### config.mk
export PLATFORM = sky130hd
export DESIGN_NAME = interrupt_dispatch
export DESIGN_NICKNAME = d
export VERILOG_FILES = /design/src/rtl/gb_int_pkg.sv /design/src/rtl/int_priority_enc.sv /design/src/rtl/interrupt_dispatch.sv
export SDC_FILE = /design/constraint.sdc
export NUM_CORES = 1
export LEC_CHECK = 0
export BUFFER_PORTS_ARGS = -buffer_cell sky130_fd_sc_hd__buf_2
export CAP_MARGIN = 15
export CORE_MARGIN = 4
export CORE_UTILIZATION = 52
export CTS_BUF_LIST = sky130_fd_sc_hd__clkbuf_2 sky130_fd_sc_hd__clkbuf_4 sky130_fd_sc_hd__clkbuf_8
export DETAILED_ROUTE_END_ITERATION = 12
export GPL_TIMING_DRIVEN = 0
export PLACE_DENSITY_LB_ADDON = 0.3
export SLEW_MARGIN = 40
export SYNTH_ARGS = -nofsm -noshare
export SYNTH_HDL_FRONTEND = slang
export SYNTH_SLANG_ARGS = --single-unit
### constraint.sdc
create_clock -name I_CLOCK -period 2.5 [get_ports I_CLOCK]
set_input_delay 0.25 -clock I_CLOCK [delete_from_list [all_inputs] [get_ports I_CLOCK]]
set_output_delay 0.25 -clock I_CLOCK [all_outputs]
set_load 0.02 [all_outputs]
### src/rtl/gb_int_pkg.sv
// gb_int_pkg: interrupt bit indices, dispatch vectors and dispatch FSM states
package gb_int_pkg;
    localparam int VBLANK   = 0;
    localparam int LCD_STAT = 1;
    localparam int TIMER    = 2;
    localparam int SERIAL   = 3;
    localparam int JOYPAD   = 4;
    localparam logic [7:0] VEC_VBLANK   = 8'h40;
    localparam logic [7:0] VEC_LCD_STAT = 8'h48;
    localparam logic [7:0] VEC_TIMER    = 8'h50;
    localparam logic [7:0] VEC_SERIAL   = 8'h58;
    localparam logic [7:0] VEC_JOYPAD   = 8'h60;
    typedef enum logic [2:0] {IDLE, WAIT1, WAIT2, PUSH_HI, PUSH_LO, JUMP} state_t;
endpackage

### src/rtl/int_priority_enc.sv
// int_priority_enc: fixed-priority (lowest bit wins) encoder for pending interrupts
// Ports: i_pend pending mask; o_onehot winner; o_index winner bit; o_vector dispatch address low byte; o_valid any pending
module int_priority_enc
    import gb_int_pkg::*;
(
    input  logic [4:0] i_pend,
    output logic [4:0] o_onehot,
    output logic [2:0] o_index,
    output logic [7:0] o_vector,
    output logic       o_valid
);
    always_comb begin
        o_valid  = |i_pend;
        o_index  = i_pend[VBLANK]   ? 3'(VBLANK)   :
                   i_pend[LCD_STAT] ? 3'(LCD_STAT) :
                   i_pend[TIMER]    ? 3'(TIMER)    :
                   i_pend[SERIAL]   ? 3'(SERIAL)   :
                   i_pend[JOYPAD]   ? 3'(JOYPAD)   : 3'd0;
        o_onehot = o_valid ? (5'd1 << o_index) : 5'd0;
        o_vector = (o_index == 3'(LCD_STAT)) ? VEC_LCD_STAT :
                   (o_index == 3'(TIMER))    ? VEC_TIMER    :
                   (o_index == 3'(SERIAL))   ? VEC_SERIAL   :
                   (o_index == 3'(JOYPAD))   ? VEC_JOYPAD   : VEC_VBLANK;
    end
endmodule

### src/rtl/interrupt_dispatch.sv
// interrupt_dispatch: IME owner and IF&IE -> push PC / jump-to-vector sequencer
// Inputs: I_CLOCK/I_RESET (sync, active-high), I_IF/I_IE, I_INSTR_BOUNDARY, I_EI/I_DI/I_RETI strobes, I_HALT, I_PC/I_SP.
// Outputs (all registered): bus request + memory write port, PC/SP load, IF clear mask, IME, HALT wake pulse.
// Build option: define INT_EI_DELAY_EN to delay EI's effect until after the next instruction boundary.
module interrupt_dispatch
    import gb_int_pkg::*;
(
    input  logic        I_CLOCK,
    input  logic        I_RESET,
    input  logic [4:0]  I_IF,
    input  logic [4:0]  I_IE,
    input  logic        I_INSTR_BOUNDARY,
    input  logic        I_EI,
    input  logic        I_DI,
    input  logic        I_RETI,
    input  logic        I_HALT,
    input  logic [15:0] I_PC,
    input  logic [15:0] I_SP,
    output logic        O_BUS_REQ,
    output logic [15:0] O_MEM_ADDR,
    output logic [7:0]  O_MEM_DATA,
    output logic        O_MEM_WE_L,
    output logic [15:0] O_PC,
    output logic        O_PC_LOAD,
    output logic [15:0] O_SP,
    output logic        O_SP_LOAD,
    output logic [4:0]  O_IF_CLR,
    output logic        O_IME,
    output logic        O_HALT_EXIT
);
    state_t      r_state, w_next;
    logic [4:0]  w_pend, w_onehot;
    logic [2:0]  w_index;
    logic [7:0]  w_vector, r_vec;
    logic        w_valid, w_start, w_wake, r_wake_q, r_ime;
    logic [15:0] r_pc, r_sp;
`ifdef INT_EI_DELAY_EN
    logic        r_arm;
`endif

    assign w_pend  = I_IF & I_IE;
    assign w_start = (r_state == IDLE) && r_ime && w_valid && I_INSTR_BOUNDARY;
    assign w_wake  = I_HALT && w_valid;
    assign O_IME   = r_ime;

    int_priority_enc u_enc (
        .i_pend   (w_pend),
        .o_onehot (w_onehot),
        .o_index  (w_index),
        .o_vector (w_vector),
        .o_valid  (w_valid)
    );

    // Encoder self-consistency: the one-hot winner must match the reported index
    always_comb if (w_valid) assert (w_onehot == (5'd1 << w_index));

    always_ff @(posedge I_CLOCK) r_state <= I_RESET ? IDLE : w_next;

    always_comb begin
        w_next = r_state;
        case (r_state)
            IDLE:    w_next = w_start ? WAIT1 : IDLE;
            WAIT1:   w_next = WAIT2;
            WAIT2:   w_next = PUSH_HI;
            PUSH_HI: w_next = PUSH_LO;
            PUSH_LO: w_next = JUMP;
            default: w_next = IDLE;
        endcase
    end

    // Outputs are registered from the next state so each one lines up with the state it belongs to
    always_ff @(posedge I_CLOCK) begin
        if (I_RESET) begin
            O_BUS_REQ   <= 1'b0;
            O_MEM_ADDR  <= 16'h0000;
            O_MEM_DATA  <= 8'h00;
            O_MEM_WE_L  <= 1'b1;
            O_PC        <= 16'h0000;
            O_PC_LOAD   <= 1'b0;
            O_SP        <= 16'h0000;
            O_SP_LOAD   <= 1'b0;
            O_IF_CLR    <= 5'd0;
            O_HALT_EXIT <= 1'b0;
            r_wake_q    <= 1'b0;
            r_ime       <= 1'b0;
            r_vec       <= 8'h00;
            r_pc        <= 16'h0000;
            r_sp        <= 16'h0000;
`ifdef INT_EI_DELAY_EN
            r_arm       <= 1'b0;
`endif
        end else begin
            if (w_start) begin
                r_vec <= w_vector;
                r_pc  <= I_PC;
                r_sp  <= I_SP;
            end
            O_BUS_REQ   <= w_next != IDLE;
            O_IF_CLR    <= (w_next == WAIT1) ? w_onehot : 5'd0;
            O_MEM_WE_L  <= !(w_next == PUSH_HI || w_next == PUSH_LO);
            O_MEM_ADDR  <= (w_next == PUSH_HI) ? r_sp - 16'd1 : (w_next == PUSH_LO) ? r_sp - 16'd2 : 16'h0000;
            O_MEM_DATA  <= (w_next == PUSH_HI) ? r_pc[15:8] : (w_next == PUSH_LO) ? r_pc[7:0] : 8'h00;
            O_PC        <= (w_next == JUMP) ? {8'h00, r_vec} : 16'h0000;
            O_PC_LOAD   <= w_next == JUMP;
            O_SP        <= (w_next == JUMP) ? r_sp - 16'd2 : 16'h0000;
            O_SP_LOAD   <= w_next == JUMP;
            // Wake only on the rising edge of halted-with-pending so a held condition pulses once
            r_wake_q    <= w_wake;
            O_HALT_EXIT <= w_wake && !r_wake_q;
            if (w_start) begin
                r_ime <= 1'b0;
`ifdef INT_EI_DELAY_EN
                r_arm <= 1'b0;
`endif
            end else if (r_state == IDLE) begin
                if (I_DI) r_ime <= 1'b0;
                else if (I_RETI) r_ime <= 1'b1;
`ifdef INT_EI_DELAY_EN
                else if (!I_EI && r_arm && I_INSTR_BOUNDARY) r_ime <= 1'b1;
                r_arm <= !I_DI && !I_RETI && (I_EI || (r_arm && !I_INSTR_BOUNDARY));
`else
                else if (I_EI) r_ime <= 1'b1;
`endif
            end
        end
    end
endmodule

# Word-level counts from Yosys, hierarchy flattened
# Cells that the tools add are included.
# W data, S select, Z words.
[word_totals]
out_inout_bits = 67
in_bits = 49
regBits = 110
[classes]
muxes = 18
eq_ne = 12
reduce_logical = 16
bitwise = 4
shift = 1
n_addsub = 2
[ops]
columns = ["cell", "count"]
rows = [
  ["$mux W8", 5],
  ["$mux W16", 2],
  ["$sub A16 B1 Y16 const B", 1],
  ["$sub A16 B2 Y16 const B", 1],
  ["$eq A3 B2 Y1 const B", 5],
  ["$mux W3", 5],
  ["$pmux W3 S5", 1],
  ["$eq A3 B3 Y1 const B", 4],
  ["$eq A3 B1 Y1 const B", 3],
  ["$mux W6", 1],
  ["$reduce_bool A3 Y1", 2],
  ["$and A5 B5 Y5", 1],
  ["$logic_and A1 B1 Y1", 5],
  ["$reduce_or A5 Y1", 1],
  ["$shl A1 B3 Y5 const A", 1],
  ["$mux W1", 4],
  ["$reduce_or A2 Y1", 2],
  ["$logic_not A3 Y1", 1],
  ["$not A1 Y1", 3],
  ["$reduce_or A3 Y1", 1],
  ["$logic_not A1 Y1", 2],
  ["$reduce_and A2 Y1", 1],
  ["$logic_or A1 B1 Y1", 1],
]

# Longest topological paths before layout
# Gate-level depths: netlist of run 1.
[logic_depth]
word_depth = 11
mapped_depth = 7

# Modules after synthesis
# From an unflattened synthesis of run 1, not the netlist that was laid out.
[hier_totals]
hier_cells = 449
hier_area_um2 = 3921.3
[by_module_without_submodules]
columns = ["mod", "n_inst", "cells_each", "area_each_um2"]
rows = [
  ["interrupt_dispatch", 1, 425, 3761.1],
  ["int_priority_enc", 1, 24, 160.2],
]

# Worst setup path before layout of run 1
# OpenSTA, ideal clock, no wires.
[synth_timing]
path_kind = "register to register"
from = "reg r_sp[7]"
to = "reg O_SP[14]"
stages_incl_launch_ff = 7
arrival_ns = 1.992
setup_time_ns = 0.073
required_time_ns = 2.427
period_less_slack_ns = 2.065
slack_ns = 0.435
path_cell_list = "dfxtp_1 -> buf_6 -> or4_4 -> buf_6 -> or4_4 -> or3_1 -> a21oi_1"
[synth_between]
elab_chain_len = 1
[synth_rtl]
columns = ["item", "line_no", "text"]
rows = [
  ["start: declaration", "interrupt_dispatch.sv:36", "logic [15:0] r_pc, r_sp;"],
  ["start signal: assignment", "interrupt_dispatch.sv:88", "r_sp <= 16'h0000;"],
  ["start signal: assignment", "interrupt_dispatch.sv:96", "r_sp <= I_SP;"],
  ["$sub A16 B2 Y16", "interrupt_dispatch.sv:105", "O_SP <= (w_next == JUMP) ? r_sp - 16'd2 : 16'h0000;"],
  ["end signal: assignment", "interrupt_dispatch.sv:105", ""],
  ["end: declaration", "interrupt_dispatch.sv:25", "output logic [15:0] O_SP,"],
]
# No other way between the ends.
# A chain may end at the register's enable or synchronous reset.

# Worst setup path after layout of run 1
[layout_timing]
from = "reg r_state[1]"
to = "reg r_sp[8]"
[layout_between]
elab_chain_len = 4
[layout_rtl]
columns = ["item", "line_no", "text"]
rows = [
  ["start: declaration", "interrupt_dispatch.sv:31", "state_t r_state, w_next;"],
  ["start signal: assignment", "interrupt_dispatch.sv:57", "always_ff @(posedge I_CLOCK) r_state <= I_RESET ? IDLE : w_next;"],
  ["$logic_not A3 Y1", "interrupt_dispatch.sv:42", "assign w_start = (r_state == IDLE) && r_ime && w_valid && I_INSTR_BOUNDARY;"],
  ["$logic_and A1 B1 Y1 (3 in a row)", "interrupt_dispatch.sv:42", ""],
]
# No other way between the ends.

==> results of run 1 <==
## layer usage
metal | GRT usage, % | wire length [um]
met1 | 25.2 | 3600
met2 | 31.5 | 3910
met3 | 3.86 | 507
met4 | 8.29 | 176
met5 | 0 | 0
## power by group
group	leakage (nW)	internal (mW)	switching [mW]
clock network	0.112	0.624	0.501
registers	0.760	1.55	0.0291
logic	1.27	0.250	0.316
## cell families (layout without fill, tap and decap cells)
kind of cell | after synthesis | in the layout | synth area share, %
AOI/OAI and AO/OA | 36 | 36 | 5.96
and+or+nand+nor | 148 | 148 | 19.3
muxes | 40 | 40 | 11.0
buffers and inverters | 41 | 158 | 6.10
DFF | 94 | 94 | 51.5
adders and majority gates | 3 | 3 | 1.03
other | 1 | 12 | 0.103
xor gates and xnor gates | 21 | 21 | 5.03
## worst paths after layout
kind                                 start     endpoint  slack [ns]  cells past startpoint
worst max register to register  r_state[1]      r_sp[8]        0.21                      7
worst min register to register    r_wake_q  O_HALT_EXIT        0.39                      1
worst min-delay path                  I_DI        O_IME        0.09                      2
worst max-delay path            r_state[1]      r_sp[8]        0.21                      7
## stage by stage
stage / std cells / hold WS, ns / instance area, sq um / util, % / total power [mW]
after global placement: 593 / 0.370 / 4330 / 63.7 / 2.16
after CTS: 608 / 0.0881 / 4550 / 67.0 / 3.27
after detailed placement: 593 / 0.375 / 4330 / 63.7 / 2.17
after floorplan: 395 / 0.363 / 3690 / - / 2.03
final: 608 / 0.0877 / 4560 / 67.1 / 3.27
after global routing: 608 / 0.0962 / 4560 / 67.1 / 3.41
## synthesized netlist by cell type
library cell / number / area, sq um
ha_1: 3 / 37.5
nand2b_1: 2 / 12.5
dfxtp_1: 94 / 1880
xnor2_1: 10 / 87.6
buf_2: 4 / 20.0
a21oi_1: 13 / 65.1
nand3b_1: 4 / 30.0
clkbuf_1: 16 / 60.1
a2111oi_0: 1 / 8.76
o211ai_1: 1 / 7.51
a222oi_1: 1 / 10.0
nor4b_1: 2 / 17.5
a22oi_1: 1 / 7.51
buf_1: 1 / 3.75
and2_1: 5 / 31.3
nor2_1: 83 / 312
mux2i_1: 40 / 400
buf_4: 13 / 97.6
or3_2: 2 / 15.0
nand2_1: 12 / 45.0
a31oi_1: 1 / 6.26
a32oi_1: 1 / 8.76
o311ai_0: 1 / 8.76
or2_2: 1 / 6.26
a211oi_1: 3 / 22.5
nor3_1: 10 / 50.1
or4_1: 2 / 15.0
and3b_1: 2 / 17.5
conb_1: 1 / 3.75
nor4_1: 3 / 18.8
xor2_1: 11 / 96.3
buf_6: 2 / 22.5
o31ai_1: 2 / 15.0
nor2b_1: 4 / 25.0
or4b_2: 1 / 10.0
a21o_1: 1 / 7.51
inv_1: 5 / 18.8
o21ai_0: 10 / 50.1
nand4_1: 2 / 12.5
or4_4: 2 / 22.5
nand3_1: 3 / 15.0
or3_1: 8 / 50.1
## registers in the layout, summed over array words and instances (netlist names)
signal       cells
O_MEM_ADDR      16
O_SP            16
r_pc            16
r_sp            16
O_MEM_DATA       8
O_IF_CLR         5
O_PC             4
r_vec            4
r_state          3
O_BUS_REQ        1
O_HALT_EXIT      1
O_IME            1
O_MEM_WE_L       1
O_SP_LOAD        1
r_wake_q         1
## area by class of cell
class | count | share of cell area [%]
plain buffers | 36 | 4.59
clock buffers | 12 | 3.49
clock inverters | 3 | 1.48
inverters | 5 | 0.412
multi-input cells | 260 | 34.9
flip-flops and latches | 94 | 41.3
well taps | 96 | 2.64
repair buffers | 102 | 11.2
## worst register-to-register path: stages (launching register included)
cell and delay (ns):
dfxtp_1 0.30, clkbuf_1 0.18, or3_1 0.49, a211oi_1 0.29, clkbuf_4 0.31, buf_2 0.31
mux2i_1 0.23, nor2_1 0.05
==> out/qor.txt, run 1 <==
post-route setup TNS = 0 ns
Placer Congestion = 0.860
Port Buffers = 102
Via Count = 2,996
drt drc = 0
commonest non-fill, non-tap cells in the layout = 104 x buf_2, 94 x dfxtp_1, 83 x nor2_1
CP top delay family = buffers and inverters
Total Nets Final = 560
crit path kind = reg2reg
Max VDD drop = 0.000467 V
Leak Pwr = 2.14 nW
global-route wire length before repair = 13,100 um
antenna violations before repair = 0
vias in the first global route = 2,749
GRT Total Usage = 19.4%
min Tclk post-route = 2.29 ns
headroom to the max-slew limit = 56.6%
Crit. End Element = register
FP Rows = 30
die area = 8430 sq um
CTS sink cnt = 94
sequential cell area = 1880 sq um
Arrival @ worst endpoint = 2.52 ns
CTS tree = done
outcome = completed
slowest CP cell = or3_1
post-synth design cell area = 3650 sq um
wirelength, routed = 8190 um
setup ws final = 0.206 ns
Critical Path Start Type = register
gr ovfl total = 0
antenna fix cells = 0
Avg WL per Cell = 13.5 um
post-synthesis cell count = 384
Seq/Total Area, Yosys = 51.5%
Yosys warnings = 0
share of cells above drive strength 1 = 27.7%
core area = 6790 sq um
RSZ-0062 raised after global routing = false
Data required, critical path = 2.73 ns
die width = 91.8 um
number of buffers added to fix hold violations after cts = 0
Hold Fails Final Rpt = 0
Slew @ Worst Pin = 0.646 ns
first-pass detailed-route iteration total = 5
Power Density = 717 nW/um^2
Crit Path Max Fanout = 10
crit path buf inv count = 3
worst-case clock buffer depth = 2
CTS Buf Count = 9
syn avg cell area = 9.51 sq um
Worst-path clk slew = 0.09 ns
area growth from synthesis to layout = 24.7%
vias per cell = 4.93
Tcrit/Tclk final = 91.8%
clk_skew = 0.00882 ns
HP Class = in2reg
Cell Chain, Critical Path = clkbuf_1 -> or3_1 -> a211oi_1 -> clkbuf_4 -> buf_2 -> mux2i_1 -> nor2_1
# fillers = 574
Starting DRT DRC Count = 142
cts repair resizes = 0
max incr delay on CP = 0.49 ns
Synth cell types = 42
Starting Density = 53.8%
Post-Place Worst Slack = 0.143 ns
H-tree depth = 3
Slew Viols, Final = 0
Max Fclk = 436 MHz
flops & latches, synth = 94
multi-input gate area in the final layout = 1590 sq um
Max Cap Viol = 0
worst-skew pair later-pin latency = 0.35 ns
DRT antenna net count = 0
root buffer cell = clkbuf_8
Setup-failing EPs final = 0
IO Count = 116
Setup Buffers After CTS = 0
largest net degree at the start of global routing = 15
DP HPWL = 6030 um
commonest non-fill, non-tap cell in the layout = buf_2
DIE HEIGHT = 91.8 um
Power figures use the tool's default switching activity.
==> run 2, diff against run 1 <==
- CORE_UTILIZATION: 52 -> 41
==> out/qor.txt, run 2 (synthesized netlist as in run 1, its figures left out) <==
outcome = completed
CTS sink cnt = 94 (unchanged)
gr ovfl total = 0 (unchanged)
Via Count = 2,967 (-0.97%)
wirelength, routed = 8490 um (+3.6%)
largest net degree at the start of global routing = 16 (+1)
drt drc = 0 (unchanged)
commonest non-fill, non-tap cells in the layout = 104 x buf_2, 94 x dfxtp_1, 83 x nor2_1
antenna fix cells = 0 (unchanged)
multi-input gate area in the final layout = 1590 sq um (unchanged)
Int Pwr = 2.42 mW (-0.26%)
# fillers = 833 (+45%)
met2 routed WL = 4170 um (+6.7%)
Slew @ Worst Pin = 0.656 ns (+0.00973 ns)
Tcrit/Tclk final = 91.8% (about the same)
Setup Buffers After CTS = 0 (unchanged)
Total Nets Final = 560 (unchanged)
Setup-failing EPs final = 0 (unchanged)
CTS Buf Count = 9 (unchanged)
CTS tree = done
Port Buffers = 102 (unchanged)
clk_skew = 0.0123 ns (+0.00353 ns)
Leak Pwr = 2.15 nW (+0.16%)
RSZ-0062 raised after global routing = false
Max Cap Viol = 0 (unchanged)
HP Class = in2reg
switch share = 26.4% (+0.46 points)
DRT antenna net count = 0 (unchanged)
die width = 102 um (+12%)
Hold Fails Final Rpt = 0 (unchanged)
post-layout util = 52.8% (-14 points)
commonest non-fill, non-tap cell in the layout = buf_2
vias in the first global route = 2,850 (+3.7%)
Starting DRT DRC Count = 121 (-15%)
crit path kind = reg2reg
Power Density = 717 nW/um^2 (-0.11%)
Max VDD drop = 0.000309 V (-34%)
hold_ws = 0.0793 ns (-0.00840 ns)
DIE HEIGHT = 102 um (+12%)
Placer Congestion = 0.837 (-2.6%)
Worst-path clk slew = 0.09 ns (about the same)
Cell Chain, Critical Path = clkbuf_1 -> or3_1 -> a211oi_1 -> buf_2 -> clkbuf_4 -> mux2i_1 -> nor2_1
area growth from synthesis to layout = 25.3%
Arrival @ worst endpoint = 2.52 ns (about the same)
core area = 8680 sq um (+28%)
Data required, critical path = 2.72 ns (about the same)
GRT Total Usage = 16.5% (-2.9 points)
post-route setup TNS = 0 ns (unchanged)
CP top delay family = buffers and inverters
Crit Path Max Fanout = 10 (unchanged)
IO Count = 116 (unchanged)
root buffer cell = clkbuf_8
met3 routed wirelength = 501 um (-1.2%)
hold path startpoint = I_DI
vias per cell = 4.78 (-3.0%)
FP Rows = 34 (+13%)
power share of the combinational group = 17.4% (about the same)
antenna violations before repair = 0 (unchanged)
H-tree depth = 3 (unchanged)
clock share of power = 34.5% (about the same)
sequential cell area = 1880 sq um (unchanged)
cts repair resizes = 0 (unchanged)
Flop pwr share = 48.1% (about the same)
worst-case clock buffer depth = 2 (unchanged)
Starting Density = 42.1% (-12 points)
number of buffers added to fix hold violations after cts = 0 (unchanged)
slowest CP cell = or3_1
Max Fclk = 436 MHz (about the same)
headroom to the max-slew limit = 56.1% (-0.51 points)
Critical Path Start Type = register
global-route wire length before repair = 13,400 um (+2.3%)
die area = 10,500 sq um (+24%)
max layer used = met4
crit path buf inv count = 3 (unchanged)
Crit. End Element = register
first-pass detailed-route iteration total = 4 (-1)
Avg WL per Cell = 13.7 um (+1.5%)
worst reg2reg path startpoint = r_state[1]
DP HPWL = 6320 um (+4.9%)
Slew Viols, Final = 0 (unchanged)
M1 wire length = 3710 um (+3.2%)
max incr delay on CP = 0.48 ns (about the same)
Sw Pwr = 0.865 mW (+2.1%)
CP Launch Point = r_state[1]
share of cells above drive strength 1 = 27.9% (+0.14 points)
min Tclk post-route = 2.29 ns (+0.000323 ns)
worst-skew pair later-pin latency = 0.36 ns (about the same)
[run 2: cell count changes in the layout (fill, tap and decap cells not counted), sizes merged]
cell / change
clkinv: +2
clkbuf: -1
[run 2: path summary, 6_finish.rpt]
kind / depth (start not counted) / slack [ns] / end
min reg2reg: 1 / 0.39 / O_HALT_EXIT
min: 2 / 0.08 / O_IME
max reg2reg: 7 / 0.21 / r_sp[3]
max: 7 / 0.21 / r_sp[3]
[run 2: metrics by stage]
stage                     setup WS [ns]  area (sq um)  cells  total power, mW
final                             0.206          4580    621             3.28
after global routing             0.0191          4580    621             3.43
after CTS                         0.122          4570    621             3.30
after detailed placement          0.143          4340    605             2.18
after global placement            0.185          4340    605             2.17
after floorplan                   0.435          3690    395             2.03
[run 2: power by group through the flow]
stage          combinational [mW]  clock (mW)  sequential, mW
3_3_place_gp                0.556           0            1.61
5_1_grt                     0.629        1.22            1.58
4_1_cts                     0.567        1.16            1.58
6_report                    0.571        1.13            1.58
3_5_place_dp                0.565           0            1.61
2_1_floorplan               0.396           0            1.63
[run 2: final cells by class]
type | instances | share of cell area (%)
multi-input combinational | 260 | 34.7
buffer | 36 | 4.56
clock inverter | 5 | 1.78
inverter | 5 | 0.410
tap | 108 | 2.95
timing repair buffer | 102 | 11.2
clock buffer | 11 | 3.31
sequential | 94 | 41.1
[run 2: routing by layer]
layer,vias up,global-route usage (%)
met5,-,0
met4,0,5.15
met3,9,4.37
met2,79,28.1
met1,1365,20.5
li1,1514,-
==> run 3, diff against run 2 <==
- CORE_UTILIZATION: 41 -> 43
==> out/qor.txt, run 3 (synthesized netlist as in run 1, its figures left out) <==
outcome = completed
wirelength, routed = 8320 um (-2.0%)
Crit. End Element = register
global-route wire length before repair = 13,800 um (+2.8%)
HP Class = in2reg
Avg WL per Cell = 13.5 um (-1.5%)
overall power = 3.14 mW (-4.2%)
slowest CP cell = or3_1
H-tree depth = 3 (unchanged)
crit path buf inv count = 3 (unchanged)
commonest non-fill, non-tap cell in the layout = buf_2
Port Buffers = 102 (unchanged)
share of cells above drive strength 1 = 27.9% (unchanged)
IO Count = 116 (unchanged)
commonest non-fill, non-tap cells in the layout = 104 x buf_2, 94 x dfxtp_1, 83 x nor2_1
clk_skew = 0.00759 ns (-0.00475 ns)
FP Rows = 33 (-2.9%)
Starting DRT DRC Count = 102 (-16%)
Crit Path Max Fanout = 10 (unchanged)
max incr delay on CP = 0.48 ns (about the same)
Hold Fails Final Rpt = 0 (unchanged)
Leak Pwr = 2.13 nW (-0.77%)
Arrival @ worst endpoint = 2.52 ns (about the same)
RSZ-0062 raised after global routing = false
DP HPWL = 6240 um (-1.2%)
Cell Chain, Critical Path = clkbuf_1 -> or3_1 -> a211oi_1 -> buf_2 -> clkbuf_4 -> mux2i_1 -> nor2_1
Starting Density = 44.2% (+2.1 points)
Power Density = 692 nW/um^2 (-3.5%)
headroom to the max-slew limit = 57.8% (+1.8 points)
placed inst area = 4340 sq um (about the same)
first-pass detailed-route iteration total = 4 (unchanged)
number of buffers added to fix hold violations after cts = 0 (unchanged)
vias in the first global route = 2,925 (+2.6%)
DRT antenna net count = 0 (unchanged)
Setup Buffers After CTS = 0 (unchanged)
Max Cap Viol = 0 (unchanged)
Tcrit/Tclk final = 92.0% (+0.24 points)
area growth from synthesis to layout = 24.4%
core area = 8260 sq um (-4.8%)
crit path kind = reg2reg
root buffer cell = clkbuf_8
worst-skew pair later-pin latency = 0.35 ns (about the same)
cts repair resizes = 0 (unchanged)
Critical Path Start Type = register
die area = 10,000 sq um (-4.3%)
CTS Buf Count = 9 (unchanged)
Data required, critical path = 2.72 ns (about the same)
drt drc = 0 (unchanged)
gr ovfl total = 0 (unchanged)
CP top delay family = buffers and inverters
Worst-path clk slew = 0.09 ns (about the same)
Placer Congestion = 0.877 (+4.8%)
post-route setup TNS = 0 ns (unchanged)
antenna violations before repair = 0 (unchanged)
Total Nets Final = 560 (unchanged)
Slew @ Worst Pin = 0.630 ns (-0.0262 ns)
antenna fix cells = 0 (unchanged)
min Tclk post-route = 2.30 ns (+0.00607 ns)
Slew Viols, Final = 0 (unchanged)
Max VDD drop = 0.000280 V (-9.4%)
final instance area = 4550 sq um (-0.71%)
Max Fclk = 435 MHz (-0.26%)
Via Count = 2,953 (-0.47%)
vias per cell = 4.78 (about the same)
die width = 100 um (-2.2%)
worst-case clock buffer depth = 2 (unchanged)
GRT Total Usage = 17.2% (+0.71 points)
CTS sink cnt = 94 (unchanged)
largest net degree at the start of global routing = 16 (unchanged)
DIE HEIGHT = 100 um (-2.2%)
Setup-failing EPs final = 0 (unchanged)
CTS tree = done
==> run 3: layout make-up <==
cell class	count	area (sq um)
clock buffer	11	145
sequential	94	1880
timing repair buffer	102	510
fill	780	3710
tap	105	131
inverter	5	18.8
buffer	36	209
multi-input combinational	260	1590
clock inverter	5	58.8
==> run 3: metal layers <==
metal	up-vias	part of all wire, %	global-route usage, %	wire length [um]
li1	1510	-	-	-
met1	1338	43	21.1	3540
met2	90	48	28.6	3960
met3	15	7.9	5.42	661
met4	0	1.8	6.11	152
met5	-	0	0	0
==> run 3: report_power, final <==
group / total, mW / switching [mW] / internal, mW
logic: 0.564 / 0.314 / 0.250
registers: 1.58 / 0.0295 / 1.55
clock network: 1.00 / 0.501 / 0.501
==> run 3: path summary, 6_finish.rpt <==
path / from / endpoint / slack [ns] / cells past startpoint
setup / recovery: r_state[1] / r_pc[15] / 0.20 / 7
hold / removal: I_DI / O_IME / 0.09 / 2
setup reg to reg: r_state[1] / r_pc[15] / 0.20 / 7
hold reg to reg: r_wake_q / O_HALT_EXIT / 0.39 / 1
==> run 3: stage by stage <==
| step | utilization, % | worst slack [ns] | hold WS, ns | instances |
|---|---|---|---|---|
| finish | 55.0 | 0.200 | 0.0936 | 618 |
| global route | 55.0 | 0.00370 | 0.0803 | 618 |
| CTS | 55.0 | 0.0991 | 0.0790 | 618 |
| detailed placement | 52.5 | 0.119 | 0.374 | 602 |
| global placement | 52.5 | 0.181 | 0.372 | 602 |
| floorplan | - | 0.435 | 0.363 | 395 |
